--- src/rtl/hazard_forward_ctrl_pkg.sv ---
// Shared types and constants for the pipeline hazard/forwarding controller.
// Scoreboard slots hold {valid, rf_e, load, dest} for one in-flight instruction.
package hazard_pkg;

    localparam int HAZ_REG_AW = 4;

    typedef logic [1:0] fwd_sel_t;

    localparam fwd_sel_t FWD_RF  = 2'b00;
    localparam fwd_sel_t FWD_EX  = 2'b01;
    localparam fwd_sel_t FWD_MEM = 2'b10;
    localparam fwd_sel_t FWD_WB  = 2'b11;

    typedef struct packed {
        logic                  valid;
        logic                  rf_e;
        logic                  load;
        logic [HAZ_REG_AW-1:0] dest;
    } slot_t;

    localparam slot_t BUBBLE = '0;

    // A slot satisfies a source only if it really writes that register and the
    // source is actually read; the PC is never forwarded.
    function automatic logic slot_hits(input slot_t s,
                                       input logic [HAZ_REG_AW-1:0] src,
                                       input logic use_src,
                                       input logic [HAZ_REG_AW-1:0] pc_reg);
        return s.valid & s.rf_e & use_src & (s.dest == src) & (src != pc_reg);
    endfunction

endpackage

--- src/rtl/hazard_forward_ctrl_if.sv ---
// ID-stage request bus and hazard-control responses between the core and the
// hazard/forwarding controller; the controller is the slave side.
interface hazard_forward_ctrl_if #(
    parameter int REG_AW = 4
);
    logic              run;
    logic [REG_AW-1:0] id_rn;
    logic [REG_AW-1:0] id_rm;
    logic [REG_AW-1:0] id_rd;
    logic              id_use_rn;
    logic              id_use_rm;
    logic              id_use_rd;
    logic [REG_AW-1:0] id_dest;
    logic              id_rf_e;
    logic              id_load;
    logic              branch_taken;

    logic              pc_le;
    logic              ifid_le;
    logic              ifid_flush;
    logic              id_nop;
    logic [1:0]        fwd_pa_sel;
    logic [1:0]        fwd_pb_sel;
    logic [1:0]        fwd_pd_sel;

    modport master (
        output run, id_rn, id_rm, id_rd, id_use_rn, id_use_rm, id_use_rd,
               id_dest, id_rf_e, id_load, branch_taken,
        input  pc_le, ifid_le, ifid_flush, id_nop,
               fwd_pa_sel, fwd_pb_sel, fwd_pd_sel
    );

    modport slave (
        input  run, id_rn, id_rm, id_rd, id_use_rn, id_use_rm, id_use_rd,
               id_dest, id_rf_e, id_load, branch_taken,
        output pc_le, ifid_le, ifid_flush, id_nop,
               fwd_pa_sel, fwd_pb_sel, fwd_pd_sel
    );
endinterface

--- src/rtl/hazard_forward_ctrl_fwd_select.sv ---
// Forwarding-mux select for one ID source operand: the youngest in-flight
// writer of the register wins (EX over MEM over WB), otherwise the register file.
module fwd_select
    import hazard_pkg::*;
#(
    parameter logic [HAZ_REG_AW-1:0] PC_REG = 4'hF
) (
    input  slot_t                 ex_slot,
    input  slot_t                 mem_slot,
    input  slot_t                 wb_slot,
    input  logic [HAZ_REG_AW-1:0] src,
    input  logic                  use_src,
    output fwd_sel_t              sel
);

    always_comb begin
        sel = FWD_RF;
        if (slot_hits(ex_slot, src, use_src, PC_REG)) begin
            sel = FWD_EX;
        end else if (slot_hits(mem_slot, src, use_src, PC_REG)) begin
            sel = FWD_MEM;
        end else if (slot_hits(wb_slot, src, use_src, PC_REG)) begin
            sel = FWD_WB;
        end
    end

endmodule

--- src/rtl/hazard_forward_ctrl.sv ---
// Hazard controller for the five-stage core: EX/MEM/WB destination scoreboard,
// forwarding selects, load-use stall and taken-branch flush. Optional stall and
// flush counters are built when HAZ_STATS_EN is defined.
module hazard_forward_ctrl
    import hazard_pkg::*;
#(
    parameter int              REG_AW = HAZ_REG_AW,
    parameter logic [REG_AW-1:0] PC_REG = 4'hF
) (
    input  logic                   clk,
    input  logic                   reset,
    hazard_forward_ctrl_if.slave   bus
`ifdef HAZ_STATS_EN
    ,
    output logic [31:0]            stall_count,
    output logic [31:0]            flush_count
`endif
);

    slot_t    ex_slot;
    slot_t    mem_slot;
    slot_t    wb_slot;
    slot_t    id_slot;
    fwd_sel_t pa_sel;
    fwd_sel_t pb_sel;
    fwd_sel_t pd_sel;
    logic     load_use_stall;

    fwd_select #(.PC_REG(PC_REG)) u_fwd_pa (
        .ex_slot (ex_slot),
        .mem_slot(mem_slot),
        .wb_slot (wb_slot),
        .src     (bus.id_rn),
        .use_src (bus.id_use_rn),
        .sel     (pa_sel)
    );

    fwd_select #(.PC_REG(PC_REG)) u_fwd_pb (
        .ex_slot (ex_slot),
        .mem_slot(mem_slot),
        .wb_slot (wb_slot),
        .src     (bus.id_rm),
        .use_src (bus.id_use_rm),
        .sel     (pb_sel)
    );

    fwd_select #(.PC_REG(PC_REG)) u_fwd_pd (
        .ex_slot (ex_slot),
        .mem_slot(mem_slot),
        .wb_slot (wb_slot),
        .src     (bus.id_rd),
        .use_src (bus.id_use_rd),
        .sel     (pd_sel)
    );

    // An EX-stage hit on any used source is exactly a select of FWD_EX.
    always_comb begin
        load_use_stall = ex_slot.load &&
                         ((pa_sel == FWD_EX) || (pb_sel == FWD_EX) || (pd_sel == FWD_EX));
    end

    always_comb begin
        id_slot       = BUBBLE;
        id_slot.valid = 1'b1;
        id_slot.rf_e  = bus.id_rf_e;
        id_slot.load  = bus.id_load;
        id_slot.dest  = bus.id_dest;
    end

    // Stall outranks a taken branch; the branch is simply seen again next cycle.
    always_comb begin
        bus.pc_le      = 1'b0;
        bus.ifid_le    = 1'b0;
        bus.ifid_flush = 1'b0;
        bus.id_nop     = 1'b1;
        bus.fwd_pa_sel = FWD_RF;
        bus.fwd_pb_sel = FWD_RF;
        bus.fwd_pd_sel = FWD_RF;
        if (reset) begin
            bus.fwd_pa_sel = pa_sel;
            bus.fwd_pb_sel = pb_sel;
            bus.fwd_pd_sel = pd_sel;
            if (!bus.run) begin
                bus.id_nop = 1'b0;
            end else if (!load_use_stall) begin
                bus.pc_le      = 1'b1;
                bus.ifid_le    = 1'b1;
                bus.id_nop     = 1'b0;
                bus.ifid_flush = bus.branch_taken;
            end
        end
    end

    // While running, id_nop is asserted only by a stall, so a stall alone bubbles EX.
    always_ff @(posedge clk) begin
        if (!reset) begin
            ex_slot  <= BUBBLE;
            mem_slot <= BUBBLE;
            wb_slot  <= BUBBLE;
        end else if (bus.run) begin
            wb_slot  <= mem_slot;
            mem_slot <= ex_slot;
            ex_slot  <= load_use_stall ? BUBBLE : id_slot;
        end
    end

`ifdef HAZ_STATS_EN
    always_ff @(posedge clk) begin
        if (!reset) begin
            stall_count <= '0;
            flush_count <= '0;
        end else begin
            if (load_use_stall && bus.run) begin
                stall_count <= stall_count + 32'd1;
            end
            if (bus.ifid_flush) begin
                flush_count <= flush_count + 32'd1;
            end
        end
    end
`endif

endmodule

--- src/flat_wrapper.sv ---
// flat-port wrapper written by rule: the top's interface ports become plain ports
module hazard_forward_ctrl_flat import hazard_pkg::*;
#(
    parameter int              REG_AW = HAZ_REG_AW,
    parameter logic [REG_AW-1:0] PC_REG = 4'hF
)
  (clk, reset, bus_run, bus_id_rn, bus_id_rm, bus_id_rd, bus_id_use_rn, bus_id_use_rm, bus_id_use_rd, bus_id_dest, bus_id_rf_e, bus_id_load, bus_branch_taken, bus_pc_le, bus_ifid_le, bus_ifid_flush, bus_id_nop, bus_fwd_pa_sel, bus_fwd_pb_sel, bus_fwd_pd_sel);
  hazard_forward_ctrl_if #(.REG_AW(REG_AW)) bus_i ();
  input  logic clk;
  input  logic reset;
  input wire logic [$bits(bus_i.run)-1:0] bus_run;
  input wire logic [$bits(bus_i.id_rn)-1:0] bus_id_rn;
  input wire logic [$bits(bus_i.id_rm)-1:0] bus_id_rm;
  input wire logic [$bits(bus_i.id_rd)-1:0] bus_id_rd;
  input wire logic [$bits(bus_i.id_use_rn)-1:0] bus_id_use_rn;
  input wire logic [$bits(bus_i.id_use_rm)-1:0] bus_id_use_rm;
  input wire logic [$bits(bus_i.id_use_rd)-1:0] bus_id_use_rd;
  input wire logic [$bits(bus_i.id_dest)-1:0] bus_id_dest;
  input wire logic [$bits(bus_i.id_rf_e)-1:0] bus_id_rf_e;
  input wire logic [$bits(bus_i.id_load)-1:0] bus_id_load;
  input wire logic [$bits(bus_i.branch_taken)-1:0] bus_branch_taken;
  output wire logic [$bits(bus_i.pc_le)-1:0] bus_pc_le;
  output wire logic [$bits(bus_i.ifid_le)-1:0] bus_ifid_le;
  output wire logic [$bits(bus_i.ifid_flush)-1:0] bus_ifid_flush;
  output wire logic [$bits(bus_i.id_nop)-1:0] bus_id_nop;
  output wire logic [$bits(bus_i.fwd_pa_sel)-1:0] bus_fwd_pa_sel;
  output wire logic [$bits(bus_i.fwd_pb_sel)-1:0] bus_fwd_pb_sel;
  output wire logic [$bits(bus_i.fwd_pd_sel)-1:0] bus_fwd_pd_sel;
  assign bus_i.run = bus_run;
  assign bus_i.id_rn = bus_id_rn;
  assign bus_i.id_rm = bus_id_rm;
  assign bus_i.id_rd = bus_id_rd;
  assign bus_i.id_use_rn = bus_id_use_rn;
  assign bus_i.id_use_rm = bus_id_use_rm;
  assign bus_i.id_use_rd = bus_id_use_rd;
  assign bus_i.id_dest = bus_id_dest;
  assign bus_i.id_rf_e = bus_id_rf_e;
  assign bus_i.id_load = bus_id_load;
  assign bus_i.branch_taken = bus_branch_taken;
  assign bus_pc_le = bus_i.pc_le;
  assign bus_ifid_le = bus_i.ifid_le;
  assign bus_ifid_flush = bus_i.ifid_flush;
  assign bus_id_nop = bus_i.id_nop;
  assign bus_fwd_pa_sel = bus_i.fwd_pa_sel;
  assign bus_fwd_pb_sel = bus_i.fwd_pb_sel;
  assign bus_fwd_pd_sel = bus_i.fwd_pd_sel;
  hazard_forward_ctrl #(.REG_AW(REG_AW), .PC_REG(PC_REG)) u_core (.clk(clk), .reset(reset), .bus(bus_i));
endmodule
--- config.mk ---
export PLATFORM = sky130hd
export DESIGN_NAME = hazard_forward_ctrl_flat
export DESIGN_NICKNAME = d
export VERILOG_FILES = /design/src/rtl/hazard_forward_ctrl_pkg.sv /design/src/rtl/hazard_forward_ctrl_if.sv /design/src/rtl/hazard_forward_ctrl_fwd_select.sv /design/src/rtl/hazard_forward_ctrl.sv /design/src/flat_wrapper.sv
export SDC_FILE = /design/constraint.sdc
export NUM_CORES = 1
export LEC_CHECK = 0
export ABC_CLOCK_PERIOD_IN_PS = 1800
export CAP_MARGIN = 40
export CELL_PAD_IN_SITES_DETAIL_PLACEMENT = 1
export CELL_PAD_IN_SITES_GLOBAL_PLACEMENT = 2
export CORE_MARGIN = 5
export CORE_UTILIZATION = 28
export CTS_CLUSTER_DIAMETER = 60
export DETAILED_ROUTE_END_ITERATION = 6
export PLACE_DENSITY_LB_ADDON = 0.1
export SLEW_MARGIN = 10
export SYNTH_ARGS = -nofsm -noshare
export SYNTH_HDL_FRONTEND = slang
export SYNTH_SLANG_ARGS = --single-unit
--- constraint.sdc ---
create_clock -name clk -period 1.8 [get_ports clk]
set_input_delay 0.18 -clock clk [delete_from_list [all_inputs] [get_ports clk]]
set_output_delay 0.18 -clock clk [all_outputs]
set_load 0.03 [all_outputs]
## Word level (Yosys, flattened, before mapping)

Cells that the tools add are included.

| cells by class | value |
|---|---|
| equality and inequality tests | 15 |
| reduce and logical (&&, ||, !) cells | 3 |
| mux-type cells | 22 |
| bitwise operators | 30 |

Operators with widths:

| kind | count |
|---|---|
| 4-bit equality test | 9 |
| 1-bit bitwise AND | 30 |
| 2-bit two-way mux | 12 |
| 4-bit inequality test, second input constant | 3 |
| 1-bit two-way mux | 9 |
| 7-bit two-way mux | 1 |
| 2-bit by 1-bit equality test with 1-bit output, second input constant | 3 |
| 1-bit logical OR | 2 |
| 1-bit logical AND | 1 |

| word-level totals | value |
|---|---|
| bits of input ports | 25 |
| register bits | 19 |
| output and inout port bits | 10 |
| logic and storage cells | 80 |

## Longest topological paths before layout

Gate-level depths: netlist of run 1.

| logic depth | value |
|---|---|
| depth after elaboration | 14 |
| gate-level depth with buffers | 8 |
| mapped depth without buffers | 5 |

## Cells and area by module

Synthesis of run 1 repeated with hierarchy kept, for this count alone.

| unflattened totals | value |
|---|---|
| cell total of the unflattened synthesis | 178 |
| area total of the unflattened synthesis | 1,585.3 um2 |

Modules (own cells, without submodules):

| module | area an instance (um2) | cells an instance | seq. area each (um2) | instances |
|---|---|---|---|---|
| hazard_forward_ctrl | 996.0 | 100 | 420.4 | 1 |
| fwd_select | 196.4 | 26 | 0.0 | 3 |

## Worst setup path before layout of run 1

Ideal clock, no wire load.

| timing path | value |
|---|---|
| path kind | reg-to-output |
| start point | register, netlist name u_core.mem_slot[3] |
| end point | output bus_fwd_pa_sel[1] |
| required time | 1.620 ns |
| cell stages (with the launch flop) | 7 |
| arrival | 1.914 ns |
| path buffers | 1 |
| path slack | -0.294 ns |
| cell sequence | dfxtp_1 > clkbuf_1 > xnor2_1 > nand3_1 > or4_1 > nor2b_1 > nor3_1 |

| between the ends | value |
|---|---|
| longest elaborated chain between the ends | 6 |

RTL lines:

| item | line | source |
|---|---|---|
| 4-bit equality test | hazard_forward_ctrl_pkg.sv:29 | `return s.valid & s.rf_e & use_src & (s.dest == src) & (src != pc_reg);` |
| 1-bit bitwise AND (2 in series) | hazard_forward_ctrl_pkg.sv:29 |  |
| 2-bit two-way mux | hazard_forward_ctrl_fwd_select.sv:20 | `end else if (slot_hits(mem_slot, src, use_src, PC_REG)) begin` |
| 2-bit two-way mux | hazard_forward_ctrl_fwd_select.sv:18 | `if (slot_hits(ex_slot, src, use_src, PC_REG)) begin` |
| 2-bit two-way mux | hazard_forward_ctrl.sv:79 | `if (reset) begin` |
| to (decl) | flat_wrapper.sv:26 | `output wire logic [$bits(bus_i.fwd_pa_sel)-1:0] bus_fwd_pa_sel;` |

Every way passes these cells.

## Worst setup path in the final report of run 1

| timing path | value |
|---|---|
| start point | register, netlist name u_core.ex_slot[1] |
| end point | output bus_ifid_flush |

| between the ends | value |
|---|---|
| longest elaborated chain between the ends | 11 |

RTL lines:

| item | line | source |
|---|---|---|
| 4-bit equality test | hazard_forward_ctrl_pkg.sv:29 |  |
| 1-bit bitwise AND (2 in series) | hazard_forward_ctrl_pkg.sv:29 |  |
| 2-bit two-way mux | hazard_forward_ctrl_fwd_select.sv:18 |  |
| 2-bit by 1-bit equality test with 1-bit output | hazard_forward_ctrl.sv:59 | `((pa_sel == FWD_EX) \|\| (pb_sel == FWD_EX) \|\| (pd_sel == FWD_EX));` |
| 1-bit logical OR | hazard_forward_ctrl.sv:59 |  |
| 1-bit logical OR (*) | hazard_forward_ctrl.sv:59 |  |
| 1-bit logical AND (*) | hazard_forward_ctrl.sv:58 | `load_use_stall = ex_slot.load &&` |
| 1-bit two-way mux (*) | hazard_forward_ctrl.sv:85 | `end else if (!load_use_stall) begin` |
| 1-bit two-way mux (*) | hazard_forward_ctrl.sv:83 | `if (!bus.run) begin` |
| 1-bit two-way mux (*) | hazard_forward_ctrl.sv:79 |  |
| to (decl) | flat_wrapper.sv:24 | `output wire logic [$bits(bus_i.ifid_flush)-1:0] bus_ifid_flush;` |

Every way passes the cells marked *; elsewhere a longest branch is shown, timed or not.

==> impl_results.md, run 1 <==
- Critical Path End Type: output pin
- Most frequent cells in the layout: buf_4 (48), nor2_1 (18), nand2_1 (16)
- Starting Density: 0.284
- Max Root-Sink Buffers: 2
- Switching fraction of total power: 0.295
- Max Cap Violations: 0
- Ys Warns: 0
- Final Hold Viols: 0
- Port buffer count: 34
- Status: complete, but fails checks
- CP Data Required Time: between 1.5 and 2 ns
- WS Path Type: reg -> out
- Via density: between 4 and 5
- Pwr Density: about 470 nW/um^2
- DP HPWL: 3.93 mm
- Cells after synthesis: between 150 and 200
- RSZ-0062 raised after global routing: true
- Iter 0 DRT Violations: just over 60
- Setup ws final: -0.342 ns
- Synthesis-to-layout area growth: 80.0%
- Share of layout cells above drive strength 1: 0.447
- Initial antenna violation count: 0
- Sequential cell area fraction in the yosys report: 0.287
- Antenna Violating Nets Remaining: 0
- Die width: 78.8 microns
- Vias in the first global route: around 1500
- Critical Path AT: between 1.5 and 2 ns
- CP startpoint kind: flip-flop
- Routed length per instance: 17.2 microns
- DR pass1 iterations: 4
- Residual DRC: 0
- Final Instance Area: 2380 sq um
- Full die area: just over 6000 sq um
- Worst Tran Pin Value: 0.372 ns
- Overflow left after global routing: 0
- Final Util: 0.511
- Setup Skew: 0.00185 ns
- Min-Delay Path Class: in -> reg
- # hold bufs at CTS: 0
- Fin nets: ~260
- Clock power frac: 0.267
- IR drop worst, VDD: ~0.00039 V
- Syn nets: 184
- CTS Buf Count: 3
- Comb pwr share: 0.328
- Net Sw Power: 330 uW
- DP Cell Count: around 280
- Max stage delay on crit path: 0.37 ns
- Leakage: between 0.001 and 0.0015 uW
- Final min period: ~2.1 ns
- Root buf cell: clkbuf_8
- Slew margin rel.: 0.752
- F_max: 467 MHz
- Largest net degree at the start of global routing: 21
- Cell mode on critical path: buf_6
- Post-synth EDFFs: 0
- Post-Syn Area per Cell: between 8 and 9 sq um
- Synth unique cells: 32
- Failing checks: setup timing
- Core ar.: about 4700 sq um
- Height of the chip: slightly below 80 microns
- TritonCTS clock tree: yes
- CTS Sinks: 19
- Final wirelength: 5.01 mm
- Main flop type after synthesis: dfxtp_1
- Layout fillers: 540
- Fin crit share: 1.19
- # setup viols final: 10
- N_diodes: 0
- Reg power frac: 0.405
- DP Area: slightly above 2000 sq um
- First-pass GRT wire length: approximately 8 mm
- Clock-pin slew on the worst setup and hold paths: about 0.070 ns
- Global-route usage over all layers: 0.167
- H-tree lvl count: 1
- Ports: 35
- Non-Filler Instances: between 200 and 300
- Site Rows: 25
- Total Power: between 1000 and 1500 uW
- Gpl congestion: approximately 0.81
- Netlist area before placement: 1320 sq um
- Int Power: about 790 uW
- Most common cell after layout, fill and taps aside: buf_4
- Worst Path Max Fanout: 3
- Fraction of registers with async set/reset: 0
- Worst path slowest cell: dfxtp_4
- Clk_lat worst skew: ~0.26 ns
- Via count: ~1400
- Crit-path cells: buf_8 > xnor2_4 > nand3_2 > nor4_4 > o31a_1 > buf_6 > nor3b_4 > buf_6
- Final Max Tran Viols: 0
- Synth Register Bits: 19
==> layer usage <==
metal / GRT usage / up-vias / routed length (microns)
li1: - / 686 / -
met1: 0.215 / 668 / 2280
met2: 0.286 / 24 / 2490
met3: 0.0283 / 6 / 198
met4: 0.0437 / 0 / 50
met5: 0 / - / 0
==> cell usage after synthesis, types with 2 or more instances <==
master | count | area, sq um
xor2_1 | 12 | 105
nand4_1 | 2 | 12.5
nor4_2 | 2 | 25.0
mux2i_1 | 13 | 130
clkbuf_1 | 5 | 18.8
nand2_1 | 17 | 63.8
o21ai_1 | 5 | 25.0
inv_1 | 2 | 7.51
nor3_1 | 3 | 15.0
buf_2 | 5 | 25.0
nand3_1 | 7 | 35.0
nor2b_1 | 2 | 12.5
xnor2_1 | 24 | 210
a21oi_1 | 3 | 15.0
dfxtp_1 | 19 | 380
or4_1 | 2 | 15.0
nor4_1 | 2 | 12.5
buf_4 | 2 | 15.0
nor2_1 | 19 | 71.3
==> cell families after synthesis <==
logic type / synth area share
and+or+nand+nor: 0.245
xor gates and xnor gates: 0.238
DFF: 0.287
AOI/OAI and AO/OA: 0.0728
buffers and inverters: 0.0586
muxes: 0.0983
==> repair_timing <==
item / 4_1_cts / 5_1_grt
gates resized for setup: 48 / 23
cloned: 0 / 0
endpoints found under the setup margin: 17 / 17
setup buffers: 3 / 3
pin swaps: 8 / 11
==> state kept, by name, summed over array words and instances, names as in the netlist <==
signal,flops
u_core.ex_slot,7
u_core.wb_slot,6
u_core.mem_slot,6
==> through the flow <==
stage,TNS [ns],hold slack (ns),setup slack [ns]
after floorplan,-0.0399,0.313,-0.0399
after global placement,-5.34,0.477,-0.577
after detailed placement,-6.49,0.511,-0.631
after CTS,-2.44,0.453,-0.353
after global routing,-3.27,0.480,-0.440
final,-2.24,0.455,-0.342
==> critical path, delay by kind of cell (launching register included) <==
kind	cells	cell delay [ns]
and+or+nand+nor	3	0.48
buffers and inverters	3	0.44
DFF	1	0.37
AOI/OAI and AO/OA	1	0.27
xor gates and xnor gates	1	0.14
==> power by group through the flow <==
stage	combinational [uW]	clock (uW)	sequential, uW
after CTS	329	307	454
after floorplan	150	0	454
final	367	299	454
after global placement	298	0	462
after global routing	392	328	455
after detailed placement	307	0	463
==> final timing paths <==
kind                                   startpoint                end  slack [ns]  cells past startpoint
worst min-delay path               bus_id_dest[1]  u_core.ex_slot[1]        0.46                      3
worst max register to register  u_core.ex_slot[1]  u_core.ex_slot[4]        0.06                      7
worst min register to register  u_core.wb_slot[6]  u_core.wb_slot[6]        0.52                      2
worst max-delay path            u_core.ex_slot[1]     bus_ifid_flush       -0.34                      8
==> cell type report <==
| cell class | instances | area [sq um] | share of cell area |
|---|---|---|---|
| timing repair buffer | 87 | 756 | 0.317 |
| clock buffer | 3 | 41.3 | 0.0173 |
| clock inverter | 1 | 5.00 | 0.00210 |
| sequential | 19 | 399 | 0.168 |
| inverter | 2 | 7.51 | 0.00315 |
| multi-input combinational | 125 | 1110 | 0.464 |
| tap | 54 | 67.6 | 0.0284 |
Power figures use the tool's default switching activity.
==> inputs of run 2 (changes only) <==
ABC_AREA = 1   (was unset)
CELL_PAD_IN_SITES_DETAIL_PLACEMENT = 0   (was 1)
CELL_PAD_IN_SITES_GLOBAL_PLACEMENT = 1   (was 2)
CORE_UTILIZATION = 33   (was 28)
==> run 2 against run 1 <==
  * The run now ends clean
  * Critical path depth is 2 higher
  * Fmax is 24% higher
  * Final area is 18% lower
  * Sequential cell count stayed put
  * Power is 9.1% lower
  * Non-clock buffer count is 38 lower
  * Sequential share of layout area is 3.7 points higher
  * Combinational power is 33% lower
  * Worst setup slack better by 0.41 ns
  * Highest routed layer unchanged
==> impl_results.md, run 2 <==
- Status: finished, final reports clean
- Final Util: 0.483
- Height of the chip: ~75 microns
- Synth unique cells: 24
- Slew margin rel.: 0.833
- Most common cell after layout, fill and taps aside: nand2_1
- Net Sw Power: between 300 and 400 uW
- DP Cell Count: 330
- IR drop worst, VDD: around 0.00034 V
- Most flops, register: u_core.ex_slot
- Non-Filler Instances: approximately 340
- Initial antenna violation count: 0
- Layout fillers: between 400 and 500
- Share of layout cells above drive strength 1: 0.230
- Max Cap Violations: 0
- Netlist area before placement: approximately 1400 sq um
- CP Data Required Time: roughly 1.6 ns
- Synthesis-to-layout area growth: 40.5%
- DP HPWL: 3.60 mm
- Clock-pin slew on the worst setup and hold paths: 0.08 ns
- Fin crit share: 0.962
- Fin nets: ~310
- Setup Skew: 0.00471 ns
- Max reg flops: 7
- DR pass1 iterations: 4
- Reg2reg start: u_core.ex_slot[2]
- Gpl congestion: slightly above 0.9
- Setup tns final: 0 ns
- Clock power frac: 0.308
- Final Hold Viols: 0
- Final Max Tran Viols: 0
- Worst Tran Pin Value: roughly 0.25 ns
- Multi-input logic area: ~880 sq um
- Ports: 35
- Dominant cell type by area after synthesis: dfxtp_1
- Min-Delay Path Class: in -> reg
- Routed length per instance: 13.0 microns
- Core ar.: ~4100 sq um
- Critical Path End Type: output pin
- Global-route usage over all layers: 0.162
- Worst setup endpoint: bus_ifid_le
- Sequential cell area fraction in the yosys report: 0.273
- Post-Syn Area per Cell: a little under 6 sq um
- CP startpoint: u_core.ex_slot[2]
- Int Power: between 700 and 800 uW
- Most frequent cells in the layout: nand2_1 (88), inv_1 (30), buf_4 (24)
- Root buf cell: clkbuf_8
- Syn nets: around 260
- Top Metal Used: met4
- Overflow left after global routing: 0
- DP Area: between 1500 and 2000 sq um
- Ys Warns: 0
- First-pass GRT wire length: slightly below 7 mm
- Worst Path Max Fanout: 4
- Share of the synthesized area in the top cell type: 0.273
- RSZ-0062 raised after global routing: true
- H-tree lvl count: 1
- Comb pwr share: 0.242
- R2R setup slack: 0.44 ns
- Met3 wire length: 299 microns
- Cell with the most instances after synthesis: nand2_1
- Largest regs: u_core.ex_slot x7, u_core.mem_slot x6, u_core.wb_slot x6
- # setup viols final: 0
- Synth Register Bits: 19
- F_max: around 580 MHz
- CP startpoint kind: flip-flop
- Leakage: between 0.0009 and 0.001 uW
- Via count: around 1600
- CTS Buf Count: 3
- Vias in the first global route: 1466
- Fraction of registers with async set/reset: 0
- Full die area: 5620 sq um
- Pwr Density: around 520 nW/um^2
- Synth top area cells: dfxtp_1 (27%), nand2_1 (24%), inv_1 (8.3%)
- Port buffer count: 34
- Met1 WL: approximately 2 mm
- Main flop type after synthesis: dfxtp_1
- Largest net degree at the start of global routing: 13
- Max Root-Sink Buffers: 2
- Path depth of the worst reg2reg path: 10
- Final wirelength: around 4.4 mm
- TritonCTS clock tree: yes
- Met2 WL post-DR: 2.04 mm
- Cells after synthesis: roughly 240
- Reg power frac: 0.450
- Final Instance Area: roughly 2000 sq um
- Via density: between 4 and 5
- CTS Sinks: 19
- Site Rows: 23
- Iter 0 DRT Violations: 89
- Antenna Violating Nets Remaining: 0
- N_diodes: 0
- Clk_lat worst skew: between 0.2 and 0.3 ns
- Reg area: roughly 400 sq um
- Switching fraction of total power: 0.310
- Residual DRC: 0
- Critical Path AT: ~1.6 ns
- Worst reg2reg path endpoint: u_core.ex_slot[4]
- WS Path Type: reg -> out
- Die width: between 70 and 80 microns
- Post-synth EDFFs: 0
- Starting Density: 0.344
- Top cells by count, synth: nand2_1 (88), inv_1 (31), dfxtp_1 (19)
- Final min period: between 1.5 and 2 ns
-- run 2: changes by cell type after synthesis, moves of 5 or more --
cell and change:
o21ai_1 -5, o22ai_1 +14, o21ai_0 +6, mux2i_1 -13, xnor2_1 -23, inv_2 +6, xor2_1 -8, inv_1 +29
nor2_2 +5, a21oi_1 +5, nand3_1 +5, nand2_1 +71
-- run 2: per-stage QoR --
step | setup slack (ns) | total power, uW | hold WS [ns]
floorplan | 0.291 | 593 | 0.311
global placement | -0.0597 | 722 | 0.443
detailed placement | -0.0488 | 720 | 0.448
CTS | 0.00251 | 1030 | 0.459
global route | -0.0426 | 1080 | 0.468
finish | 0.0681 | 1020 | 0.461
-- run 2: cell families (layout without fill, tap and decap cells) --
group,after synthesis,in the layout,share of synthesized area
and+or+nand+nor,141,141,0.449
buffers and inverters,40,90,0.111
AOI/OAI and AO/OA,32,32,0.136
DFF,19,19,0.273
xor gates and xnor gates,5,5,0.0314
-- run 2: how the worst min path moves through the flow --
stage / startpoint / endpoint / slack [ns] / cells past startpoint
6_report: bus_id_dest[1] / u_core.ex_slot[1] / 0.46 / 3
5_1_grt: bus_id_dest[3] / u_core.ex_slot[3] / 0.47 / 3
4_1_cts: bus_id_dest[1] / u_core.ex_slot[1] / 0.46 / 3
3_5_place_dp: u_core.wb_slot[6] / u_core.wb_slot[6] / 0.45 / 2
3_3_place_gp: u_core.wb_slot[6] / u_core.wb_slot[6] / 0.44 / 2
2_1_floorplan: bus_id_dest[0] / u_core.ex_slot[0] / 0.31 / 2
-- run 2: metal layers --
metal  up-vias  global-route usage
met3         6              0.0334
li1        856                   -
met5         -                   0
met2        39               0.266
met4         0              0.0435
met1       700               0.216
-- run 2: timing repair --
action,CTS,global route
buffers inserted,0,3
hold buffers,0,0
gates resized for setup,14,19
setup endpoints to repair,6,10
pin swaps,0,2
-- run 2: critical path: stages (launching register included) --
cell     delay (ns)
dfxtp_2        0.34
buf_4          0.14
nand2_1        0.05
nand2_1        0.05
nor2_1         0.11
nand3_2        0.12
nand3_2        0.10
nand2_4        0.07
nand2_4        0.07
inv_1          0.05
buf_4          0.16
-- run 2: cell type report --
class	instances	share of cell area
Tap cell	50	0.0319
Inverter	37	0.0709
Multi-Input combinational cell	178	0.449
Timing Repair Buffer	49	0.219
Sequential cell	19	0.204
Clock buffer	3	0.0211
Clock inverter	1	0.00383
-- run 2: power by group through the flow --
stage	Clock [uW]	Combinational (uW)	Sequential, uW
floorplan	0	132	461
global route	345	277	461
detailed placement	0	252	468
global placement	0	253	468
finish	314	247	458
CTS	324	247	459
